`src/rtl/tt_sweep_reader.sv`:
```
// Sequential truth-table reader: sweeps every input vector into a combinational netlist,
// samples its output and compares the measured table against a latched expected code.
// Optional build macro TT_SWEEP_MAJORITY_EN: 2-of-3 majority over three samples per vector.
module tt_sweep_reader #(
    parameter int unsigned N_IN          = 3,
    parameter int unsigned SETTLE_CYCLES = 4,
    parameter int unsigned CNT_W         = 8
) (
    input  logic                    clk,
    input  logic                    rst_n,
    input  logic                    start,
    input  logic [(1<<N_IN)-1:0]    expected,
    output logic [N_IN-1:0]         dut_in,
    input  logic                    dut_out,
    output logic                    busy,
    output logic                    done,
    output logic [(1<<N_IN)-1:0]    table_out,
    output logic                    match,
    output logic [N_IN-1:0]         first_mismatch_idx
);

    localparam int unsigned TW = 1 << N_IN;
    localparam logic [N_IN-1:0]  LastIdx   = '1;
    localparam logic [CNT_W-1:0] SampleCnt = CNT_W'(SETTLE_CYCLES);
`ifdef TT_SWEEP_MAJORITY_EN
    localparam logic [CNT_W-1:0] SecondCnt = CNT_W'(SETTLE_CYCLES + 1);
    localparam logic [CNT_W-1:0] LastCnt   = CNT_W'(SETTLE_CYCLES + 2);
`else
    localparam logic [CNT_W-1:0] LastCnt   = CNT_W'(SETTLE_CYCLES);
`endif

    typedef enum logic [1:0] {StIdle, StDrive, StDone} state_e;

    state_e            state_q, state_d;
    logic [N_IN-1:0]   idx_q, idx_d;
    logic [CNT_W-1:0]  cnt_q, cnt_d;
    logic [TW-1:0]     table_q, table_d;
    logic [TW-1:0]     exp_q, exp_d;
    logic              match_q, match_d;
    logic [N_IN-1:0]   fmi_q, fmi_d;
`ifdef TT_SWEEP_MAJORITY_EN
    logic [1:0]        samp_q, samp_d;
`endif

    // Lowest differing bit wins; an all-zero difference yields index 0.
    function automatic logic [N_IN-1:0] lowest_set(input logic [TW-1:0] v);
        logic [N_IN-1:0] r;
        r = '0;
        for (int i = TW - 1; i >= 0; i--) begin
            if (v[i]) r = N_IN'(i);
        end
        return r;
    endfunction

    always_comb begin
        state_d = state_q;
        idx_d   = idx_q;
        cnt_d   = cnt_q;
        table_d = table_q;
        exp_d   = exp_q;
        match_d = match_q;
        fmi_d   = fmi_q;
`ifdef TT_SWEEP_MAJORITY_EN
        samp_d  = samp_q;
`endif
        unique case (state_q)
            StIdle: begin
                if (start) begin
                    state_d = StDrive;
                    idx_d   = '0;
                    cnt_d   = '0;
                    table_d = '0;
                    exp_d   = expected;
                    match_d = 1'b0;
                end
            end
            StDrive: begin
                cnt_d = cnt_q + 1'b1;
`ifdef TT_SWEEP_MAJORITY_EN
                if (cnt_q == SampleCnt) samp_d[0] = dut_out;
                if (cnt_q == SecondCnt) samp_d[1] = dut_out;
                if (cnt_q == LastCnt) begin
                    table_d[idx_q] = (samp_q[0] & samp_q[1]) | (samp_q[0] & dut_out)
                                   | (samp_q[1] & dut_out);
                end
`else
                if (cnt_q == LastCnt) table_d[idx_q] = dut_out;
`endif
                if (cnt_q == LastCnt) begin
                    cnt_d = '0;
                    if (idx_q == LastIdx) begin
                        state_d = StDone;
                        // Judge the table including the bit captured on this same edge.
                        match_d = (table_d == exp_q);
                        fmi_d   = lowest_set(table_d ^ exp_q);
                    end else begin
                        idx_d = idx_q + 1'b1;
                    end
                end
            end
            StDone: begin
                state_d = StIdle;
            end
            default: begin
                state_d = StIdle;
            end
        endcase
    end

    always_ff @(posedge clk or negedge rst_n) begin
        if (!rst_n) begin
            state_q <= StIdle;
            idx_q   <= '0;
            cnt_q   <= '0;
            table_q <= '0;
            exp_q   <= '0;
            match_q <= 1'b0;
            fmi_q   <= '0;
`ifdef TT_SWEEP_MAJORITY_EN
            samp_q  <= '0;
`endif
        end else begin
            state_q <= state_d;
            idx_q   <= idx_d;
            cnt_q   <= cnt_d;
            table_q <= table_d;
            exp_q   <= exp_d;
            match_q <= match_d;
            fmi_q   <= fmi_d;
`ifdef TT_SWEEP_MAJORITY_EN
            samp_q  <= samp_d;
`endif
        end
    end

    // idx never wraps and is cleared on reset/start, so it doubles as the driven vector.
    assign dut_in             = idx_q;
    assign busy               = (state_q == StDrive);
    assign done               = (state_q == StDone);
    assign table_out          = table_q;
    assign match              = match_q;
    assign first_mismatch_idx = fmi_q;

endmodule

```
`config.mk`:
```
export PLATFORM = sky130hd
export DESIGN_NAME = tt_sweep_reader
export DESIGN_NICKNAME = d
export VERILOG_FILES = /design/src/rtl/tt_sweep_reader.sv
export SDC_FILE = /design/constraint.sdc
export NUM_CORES = 1
export LEC_CHECK = 0
export BUFFER_PORTS_ARGS = -buffer_cell sky130_fd_sc_hd__buf_2
export CORE_ASPECT_RATIO = 1.2
export CORE_MARGIN = 4
export CORE_UTILIZATION = 35
export DETAILED_ROUTE_END_ITERATION = 8
export GPL_TIMING_DRIVEN = 0
export PLACE_DENSITY_LB_ADDON = 0.05
export SYNTH_ARGS = -nofsm -noshare
export SYNTH_HDL_FRONTEND = slang
export SYNTH_SLANG_ARGS = --single-unit
```
`constraint.sdc`:
```
create_clock -name clk -period 2.6 [get_ports clk]
set_input_delay 0.13 -clock clk [delete_from_list [all_inputs] [get_ports clk]]
set_output_delay 0.13 -clock clk [all_outputs]
set_load 0.05 [all_outputs]
```
### After elaboration in Yosys (flattened, before gate mapping)

Index checks and enable logic that the tools add are counted.

* $add $sub $neg: 2
* $lt $le $gt $ge: 2
* equality and inequality tests: 9
* mux-type cells: 29
* bitwise logic cells: 1
* reductions and logical operators: 9

Operators with widths (count)
* 3-bit 2-to-1 mux: 11
* 8-bit 2-to-1 mux: 4
* 8-bit one-hot mux with 2 select lines: 2
* 8-bit by 1-bit adder with 8-bit output (second input constant): 1
* 8-bit bitwise mux: 1
* 8-bit by 3-bit equality test with 1-bit output (second input constant): 1
* 8-bit equality test: 1
* 4-bit AND reduction: 2
* 8-bit XOR: 1
* 2-bit 2-to-1 mux: 3
* 3-bit one-hot mux with 2 select lines: 1
* 3-bit AND reduction: 2
* 3-bit by 4-bit less-than comparator with 1-bit output (second input constant): 1
* 1-bit 2-to-1 mux: 4
* 2-bit by 1-bit inequality test with 1-bit output (second input constant): 2
* 2-bit inequality test (second input constant): 2
* 2-bit one-hot mux with 2 select lines: 1
* 2-bit AND reduction: 2
* 3-bit by 1-bit adder with 3-bit output (second input constant): 1
* 1-bit demux with 3-bit select: 1
* 3-bit equality test (second input constant): 1
* 3-bit by 1-bit >= comparator with 1-bit output (second input constant): 1
* 2-bit by 1-bit equality test with 1-bit output (second input constant): 1
* 2-bit equality test (second input constant): 1
* other kinds (4): 4

* register bits: 33
* input bits: 12
* output and inout bits: 17
* logic and storage cells: 59

### Longest topological paths before layout

Gate-level depths: netlist (run 1).

* depth after elaboration: 16
* mapped depth: 9
* depth with buffers taken out: 8

### Least setup slack after synthesis (run 1)

OpenSTA, ideal clock, no wires.

* kind: flip-flop to flip-flop
* start: register idx_q[0] (netlist: dut_in[0])
* end: register match_q (netlist: match)
* setup time: 103 ps
* arrival time: 2263 ps
* required time: 2497 ps
* slack: 234 ps
* stages on the path, launching flop included: 7
* buffers on the path: 0
* period minus slack after synthesis: 2366 ps
* cell sequence: dfrtp_1 nor4b_4 nand3_2 mux2i_1 xor2_1 or3b_1 o41ai_2

* word-level cells in the longest chain between the ends: 11
* elaborated cells on any way between the ends: 15
* those cells by class: order compare (2); eq/ne (3); mux (8); reduce/logical (2)

RTL lines
* start: declaration: line 35 `logic [N_IN-1:0] idx_q, idx_d;`
* start signal: assignment: line 124 `idx_q <= idx_d;`
* 3-bit by 4-bit less-than comparator with 1-bit output (not written as such) / 3-bit by 1-bit >= comparator with 1-bit output (equally long branches): line 87 `if (cnt_q == LastCnt) table_d[idx_q] = dut_out;`
* 1-bit logical AND (not written as such): line 87
* 1-bit 2-to-1 mux (not written as such): line 87
* 1-bit demux with 3-bit select: line 87
* 8-bit bitwise mux: line 87
* 8-bit 2-to-1 mux: line 87
* 8-bit 2-to-1 mux: line 66 `unique case (state_q)`
* 8-bit equality test: line 94 `match_d = (table_d == exp_q);`
* 1-bit 2-to-1 mux: line 91 `if (idx_q == LastIdx) begin`
* 1-bit 2-to-1 mux: line 89 `if (cnt_q == LastCnt) begin`
* 1-bit one-hot mux with 2 select lines: line 66
* end signal: assignment: line 128 `match_q <= match_d;`
* end: declaration: line 39 `logic match_q, match_d;`

Several ways; a longest one is shown, not always the timed one. The select of a mux whose other input is x is not followed.
A chain may end at the register's enable or synchronous reset.

### Final worst setup path (run 1)

* start: register cnt_q[0]
* end: register match_q (netlist: match)

* word-level cells in the longest chain between the ends: 7
* elaborated cells on any way between the ends: 9
* those cells by class: eq/ne (3); mux (5); reduce/logical (1)

RTL lines
* start: declaration: line 36 `logic [CNT_W-1:0] cnt_q, cnt_d;`
* start signal: assignment: line 125 `cnt_q <= cnt_d;`
* 8-bit by 3-bit equality test with 1-bit output (*): line 87, 89
* 8-bit 2-to-1 mux: line 87
* 8-bit 2-to-1 mux: line 66
* 8-bit equality test: line 94
* 1-bit 2-to-1 mux: line 91
* 1-bit 2-to-1 mux: line 89
* 1-bit one-hot mux with 2 select lines: line 66

Mark *: on every way between the ends. The rest lies on a longest branch, timed or not. The select of a mux whose other input is x is not followed.

==> results.yml, run 1 <==
pwr:
  pleak_nw: 1.03
  ir_worst_vdd_mv: 0.327
  post-layout-total-power_mw: 1.98
  power_density_of_the_placed_cells_nw_per_um2: 832
global_routing:
  groute.layer.met3.usage: 0.0337
  grt_start_max_net_pins: 34
  grt_use_met2: 0.272
  gr-usage-all-layers: 0.165
  globalRoute.busiestLayer: "met2"
  number_of_global_route_vias_before_repair: 1832
  globalRouteOverflowTotal: 0
  grt_use_met1: 0.215
  grt_pass1_wl_mm: 9.18
  antenna_found_initial: 0
place:
  gp_routability_congestion: 0.776
  place.port_buffers: 28
  dp_hpwl_mm: 3.87
cts:
  insertion_delay_ps: 280
  clk_sinks: 33
  clock-root-buffer: "sky130_fd_sc_hd__clkbuf_8"
  cts_tree: "yes"
  clock_tree.htree_level_count: 2
  clk_transition_reported_paths_ps: 70
  cts_buffer_depth: 2
  tritoncts.num_buffers: 5
yosys:
  largest_family_of_logic_cells_by_synthesized_area: "simple AND/OR/NAND/NOR gates"
  seq_area_frac_synth: 0.408
  synth-adder-area-share: 0.0247
  synth_fp_nets: 234
  synth_enable_flop_cells: 0
  synth-compound-area-share: 0.221
  synth_top_flop_cell: "sky130_fd_sc_hd__dfrtp_1"
  syn-mean-instance-area_um2: 9.29
  yosys_warnings: 0
  synthesis.instances: 218
  synth-seq-cells: 33
  multiplexer_share_of_the_synthesized_area: 0.0544
  syn_area_um2: 2020
  netlist.area_leader.share: 0.408
  yosys-top-cells-area: "sky130_fd_sc_hd__dfrtp_1 41%, sky130_fd_sc_hd__o21ai_0 6.4%, sky130_fd_sc_hd__nand2b_1 4.9%, sky130_fd_sc_hd__nor2b_1 4.6%, sky130_fd_sc_hd__mux2_2 4.4%"
  synth_top_cell_by_area: "sky130_fd_sc_hd__dfrtp_1"
  synth_xor_area_frac: 0.00865
  synth_simple_gate_area_share: 0.257
  synth.lib_cells_used.distinct: 46
  async_reset_ff_frac: 1.00
sta:
  fin_crit_ps: 2410
  period_share: 0.927
  fin_skew_ps: 3.34
  grt_setup_unrepaired: "no"
  maxSlewHeadroom: 0.414
  timing.final.hold_violations: 0
  totalNegativeSetupSlack_ps: 0
  setup_viol_count_final: 0
  achievable-frequency_mhz: 415
  drv_slew: 0
  hold_slack_ps: 75.8
  max_slew.worst_pin.slew_ps: 876
floorplan:
  ios: 29
  chipHeight_um: 91.3
  initial_core_util: 0.360
  die_w_um: 77.4
  fp-row-count: 30
  area_inside_the_core_boundary_um2: 5630
  dieArea_um2: 7070
detailed_routing:
  viasPerCell: 5.54
  average_wire_per_cell_in_the_routed_design_um: 16.7
  drc_errors: 0
  drt_first_iter_violations: 64
  total_number_of_vias: 1773
  initial_drt_pass_iterations: 4
  ant_nets: 0
  wirelength_mm: 5.36
finish:
  area.growth.synth_to_final_pct: 17.8
  num-nets-final: 271
  antenna_cells: 0
  post_route_cells_drive_above_1_share: 0.223
worst_setup_path:
  startpoint_type: "register"
  critical_path_arrival_ps: 2570
  startpoint_to_endpoint_class_of_the_critical_path: "reg -> reg"
  cp_data_required_time_ps: 2760
  crit_path_end_kind: "register"
  crit_fanout: 10
run:
  cap_violations: 0
min_path:
  worstHoldPathType: "in -> reg"
run_status:
  status: "complete, no violations"
-- kinds of logic after synthesis --
group	count (synthesis)
xor+xnor	2
simple gates	90
compound gates	67
fa+ha+maj	4
buf+inv	12
flops	33
mux	10
-- cell usage in the layout, fill, tap and decap left out, types with 2 or more instances in the layout --
cell,synthesis,layout
sky130_fd_sc_hd__a2111oi_0,2,2
sky130_fd_sc_hd__a21oi_1,6,6
sky130_fd_sc_hd__a22o_1,4,4
sky130_fd_sc_hd__a31oi_1,6,6
sky130_fd_sc_hd__a32oi_1,3,3
sky130_fd_sc_hd__and3_1,3,3
sky130_fd_sc_hd__buf_2,1,29
sky130_fd_sc_hd__clkbuf_1,6,5
sky130_fd_sc_hd__clkbuf_8,0,7
sky130_fd_sc_hd__dfrtp_1,33,33
sky130_fd_sc_hd__ha_1,4,4
sky130_fd_sc_hd__inv_1,4,4
sky130_fd_sc_hd__mux2_2,8,8
sky130_fd_sc_hd__mux2i_1,2,2
sky130_fd_sc_hd__nand2_1,21,21
sky130_fd_sc_hd__nand2b_1,16,16
sky130_fd_sc_hd__nand3_1,4,3
sky130_fd_sc_hd__nand3_2,1,2
sky130_fd_sc_hd__nand4_1,2,2
sky130_fd_sc_hd__nor2_1,13,13
sky130_fd_sc_hd__nor2b_1,15,15
sky130_fd_sc_hd__nor3_1,2,2
sky130_fd_sc_hd__nor4_2,1,2
sky130_fd_sc_hd__o2111ai_1,3,3
sky130_fd_sc_hd__o21ai_0,26,26
sky130_fd_sc_hd__o21ai_1,4,4
sky130_fd_sc_hd__o31ai_1,3,3
sky130_fd_sc_hd__o32ai_1,3,3
sky130_fd_sc_hd__o41ai_1,2,2
-- report_power, final --
part	leakage (nW)	internal, mW	switching [mW]
logic	0.558	0.273	0.492
registers	0.418	0.626	0.166
clock network	0.0542	0.239	0.189
total	1.03	1.14	0.846
-- critical path, stage by stage, from the launching register on --
cell                        delay, ps
sky130_fd_sc_hd__dfrtp_1          420
sky130_fd_sc_hd__inv_1             70
sky130_fd_sc_hd__ha_1             160
sky130_fd_sc_hd__nand4bb_1         90
sky130_fd_sc_hd__clkbuf_1         250
sky130_fd_sc_hd__or4_1            490
sky130_fd_sc_hd__nand2_1          300
sky130_fd_sc_hd__nand2b_1         180
sky130_fd_sc_hd__o21ai_1          210
sky130_fd_sc_hd__o41ai_2          110
-- cell usage after synthesis (3+ instances only) --
cell type and instances:
sky130_fd_sc_hd__a31oi_1 6, sky130_fd_sc_hd__clkbuf_1 6, sky130_fd_sc_hd__o2111ai_1 3, sky130_fd_sc_hd__o21ai_0 26
sky130_fd_sc_hd__mux2_2 8, sky130_fd_sc_hd__nand2_1 21, sky130_fd_sc_hd__o31ai_1 3, sky130_fd_sc_hd__o32ai_1 3
sky130_fd_sc_hd__dfrtp_1 33, sky130_fd_sc_hd__inv_1 4, sky130_fd_sc_hd__ha_1 4, sky130_fd_sc_hd__and3_1 3
sky130_fd_sc_hd__o21ai_1 4, sky130_fd_sc_hd__nand3_1 4, sky130_fd_sc_hd__a32oi_1 3, sky130_fd_sc_hd__a21oi_1 6
sky130_fd_sc_hd__a22o_1 4, sky130_fd_sc_hd__nand2b_1 16, sky130_fd_sc_hd__nor2b_1 15, sky130_fd_sc_hd__nor2_1 13
-- cell type report --
cell class	instances	area, µm²
tap	64	80.1
fill	591	3250
inverter	4	15.0
timing repair buffer	30	158
clock buffer	7	96.3
sequential	33	826
clock inverter	1	5.00
multi-input combinational	173	1160
buffer	8	40.0
-- through the flow --
stage,std cells,utilization,worst slack (ps),cell area [µm²]
finish,320,0.424,190,2380
global placement,310,0.399,92.3,2240
CTS,319,0.419,60.4,2360
floorplan,218,-,234,2020
detailed placement,310,0.400,95.6,2250
global route,320,0.424,10.6,2380
-- routing by layer --
| layer | share of wire | vias to the layer above |
|---|---|---|
| met5 | 0 | - |
| met4 | 0.0088 | 0 |
| met3 | 0.029 | 4 |
| met2 | 0.49 | 32 |
| met1 | 0.47 | 848 |
| li1 | - | 889 |
-- worst paths after layout --
path,slack (ps),from,to,depth (start not counted)
max,190,cnt_q[0],match,9
min,80,expected[0],exp_q[0],2
max reg2reg,190,cnt_q[0],match,9
min reg2reg,500,first_mismatch_idx[1],first_mismatch_idx[1],1
max in group asynchronous,1670,rst_n,dut_in[0],2
min in group asynchronous,460,rst_n,exp_q[3],2
-- state kept, by name, indices dropped and copies added (netlist names) --
signal	flops
exp_q	8
state_q	2
dut_in	3
match	1
table_out	8
cnt_q	8
first_mismatch_idx	3
-- what timing repair did --
action | 4_1_cts | 5_1_grt
setup buffers | 0 | 1
setup endpoints to repair | 0 | 1
hold endpoints to repair | 33 | 0
hold buffers | 1 | 0
resized for setup | 0 | 5
Power figures use the tool's default switching activity.
==> inputs of run 2 (changes only) <==
--- a/config.mk
+++ b/config.mk
@@ -5,11 +5,11 @@
 export SDC_FILE = /design/constraint.sdc
 export NUM_CORES = 1
 export LEC_CHECK = 0
-export BUFFER_PORTS_ARGS = -buffer_cell sky130_fd_sc_hd__buf_2
 export CORE_ASPECT_RATIO = 1.2
 export CORE_MARGIN = 4
 export CORE_UTILIZATION = 35
 export DETAILED_ROUTE_END_ITERATION = 8
+export DONT_BUFFER_PORTS = 1
 export GPL_TIMING_DRIVEN = 0
 export PLACE_DENSITY_LB_ADDON = 0.05
 export SYNTH_ARGS = -nofsm -noshare
==> run 2 against run 1 <==
Worst setup slack lost 43 ps. Count of clock-buffer cells in the layout stayed put. Sequential power increased by 19%. Critical path depth is 3 lower. Register-to-register slack worse by 40 ps. Design area decreased by 1.1%. Via count is 0.73% lower. Flip-flop and latch count stayed put.
==> results.yml, run 2 (synthesis gave the netlist of run 1 again) <==
finish:
  antenna_cells: 0
  num-nets-final: 252
  layout.cells.most_common: "sky130_fd_sc_hd__dfrtp_1"
  nFillCells: 591
  layout.cells.most_common_list: "30 x sky130_fd_sc_hd__dfrtp_1, 26 x sky130_fd_sc_hd__o21ai_0, 20 x sky130_fd_sc_hd__nand2_1"
  multi_input_area_um2: 1170
  area.sequential_um2: 832
  area.growth.synth_to_final_pct: 16.5
  post_route_cells_drive_above_1_share: 0.139
worst_setup_path:
  startpoint_type: "register"
  crit_path_end_kind: "register"
  worst_path_slowest_cell: "sky130_fd_sc_hd__or4_1"
  crit_fanout: 10
  cp_data_required_time_ps: 2770
  worst-path-buf-inv: 0
  worstPathCellList: "or4_1 -> o32ai_1 -> nand2_1 -> nor3_2 -> nand3_1 -> o41ai_2"
  critical_path_arrival_ps: 2630
  gate_family_responsible_for_the_most_delay_along_the_worst_path: "simple AND/OR/NAND/NOR gates"
  cp_slowest_stage_delay_ps: 620
  startpoint_to_endpoint_class_of_the_critical_path: "reg -> reg"
place:
  dp_hpwl_mm: 3.95
  post-place-ws_ps: -204
  place.port_buffers: 0
  gp_routability_congestion: 0.827
floorplan:
  ios: 29
  area_inside_the_core_boundary_um2: 5630
  initial_core_util: 0.360
  fp-row-count: 30
  chipHeight_um: 91.3
  die_w_um: 77.4
  dieArea_um2: 7070
detailed_routing:
  viasPerCell: 5.85
  wl_met2_mm: 2.72
  total_number_of_vias: 1760
  top_layer_used: "met4"
  sum_of_met3_wire_segment_lengths_after_detailed_routing_um: 230
  drc_errors: 0
  initial_drt_pass_iterations: 4
  average_wire_per_cell_in_the_routed_design_um: 18.1
  drt-met1-wl_mm: 2.43
  ant_nets: 0
  wirelength_mm: 5.44
  drt_first_iter_violations: 75
min_path:
  worstHoldPathType: "in -> async"
sta:
  fin_crit_ps: 2450
  setup_viol_count_final: 0
  timing.final.hold_violations: 0
  hold_slack_ps: 283
  period_share: 0.943
  grt_setup_unrepaired: "no"
  maxSlewHeadroom: 0.373
  final.setup.worst_slack_ps: 147
  fin_skew_ps: 5.86
  drv_slew: 0
  max_slew.worst_pin.slew_ps: 938
  achievable-frequency_mhz: 408
global_routing:
  antenna_found_initial: 0
  grt_start_max_net_pins: 34
  number_of_global_route_vias_before_repair: 1745
  gr-usage-all-layers: 0.165
  globalRouteOverflowTotal: 0
  grt_pass1_wl_mm: 9.14
run_status:
  status: "complete, no violations"
pwr:
  ir_worst_vdd_mv: 0.367
  power_density_of_the_placed_cells_nw_per_um2: 839
  post-layout-total-power_mw: 1.98
  netSwitchingFraction: 0.432
  intPower_mw: 1.12
  pleak_nw: 0.944
  share_clk_of_total_power: 0.218
  fraction_of_power_consumed_by_combinational_cells: 0.307
  power_switching_mw: 0.854
  pwr-share-seq: 0.475
cts:
  clk_transition_reported_paths_ps: 70
  insertion_delay_ps: 280
  cts_tree: "yes"
  cts_buffer_depth: 2
  tritoncts.num_buffers: 5
  clock-root-buffer: "sky130_fd_sc_hd__clkbuf_8"
  clock_tree.htree_level_count: 2
  clk_sinks: 33
run:
  cap_violations: 0
-- run 2: changes by cell type in the layout (fill, tap and decap cells not counted), sizes merged --
cell | before | now
buf | 31 | 4
dlygate4sd3 | 1 | 9
-- run 2: through the flow --
step | TNS (ps) | instance area (µm²) | util | instances
finish | 0 | 2360 | 0.419 | 301
global route | 0 | 2360 | 0.419 | 301
CTS | 0 | 2330 | 0.414 | 301
detailed placement | -204 | 2110 | 0.375 | 282
global placement | -161 | 2100 | 0.374 | 282
floorplan | 0 | 2020 | - | 218
-- run 2: cell type report --
cell class / instances / area share
Multi-Input combinational cell: 173 / 0.497
Sequential cell: 33 / 0.353
Timing Repair Buffer: 11 / 0.0499
Clock buffer: 7 / 0.0408
Tap cell: 64 / 0.0340
Buffer: 8 / 0.0170
Inverter: 4 / 0.00637
Clock inverter: 1 / 0.00212
-- run 2: worst paths after layout --
check	from	endpoint	slack, ps	cells past startpoint
max	dut_in[0]	match	150	6
min	rst_n	table_out[5]	280	2
max reg2reg	dut_in[0]	match	150	6
min reg2reg	exp_q[1]	exp_q[1]	540	1
max in group asynchronous	rst_n	dut_in[0]	2110	2
min in group clk	start	exp_q[1]	360	2
-- run 2: power by group through the flow --
stage / registers (mW) / clock network, mW / logic (mW)
after detailed placement: 0.936 / 0 / 0.556
after floorplan: 0.887 / 0 / 0.442
after global routing: 0.968 / 0.476 / 0.682
final: 0.940 / 0.431 / 0.608
after global placement: 0.933 / 0 / 0.541
after CTS: 0.929 / 0.447 / 0.593
-- run 2: repair_timing --
item	in CTS	in global routing
resized for setup	2	8
endpoints found under the hold margin	41	0
pin swaps	0	0
buffers inserted	1	0
hold buffers	10	0
endpoints found under the setup margin	2	2
-- run 2: worst reg2reg max path, cell delays in order, from the launching register on --
cell and delay [ps]:
sky130_fd_sc_hd__dfrtp_4 600, sky130_fd_sc_hd__or4_1 620, sky130_fd_sc_hd__o32ai_1 330, sky130_fd_sc_hd__nand2_1 130, sky130_fd_sc_hd__nor3_2 160, sky130_fd_sc_hd__nand3_1 150, sky130_fd_sc_hd__o41ai_2 340
-- run 2: layer usage --
metal	global-route usage	vias up
met3	0.0397	6
met4	0.0504	0
met1	0.212	863
met5	0	-
li1	-	854
met2	0.273	37
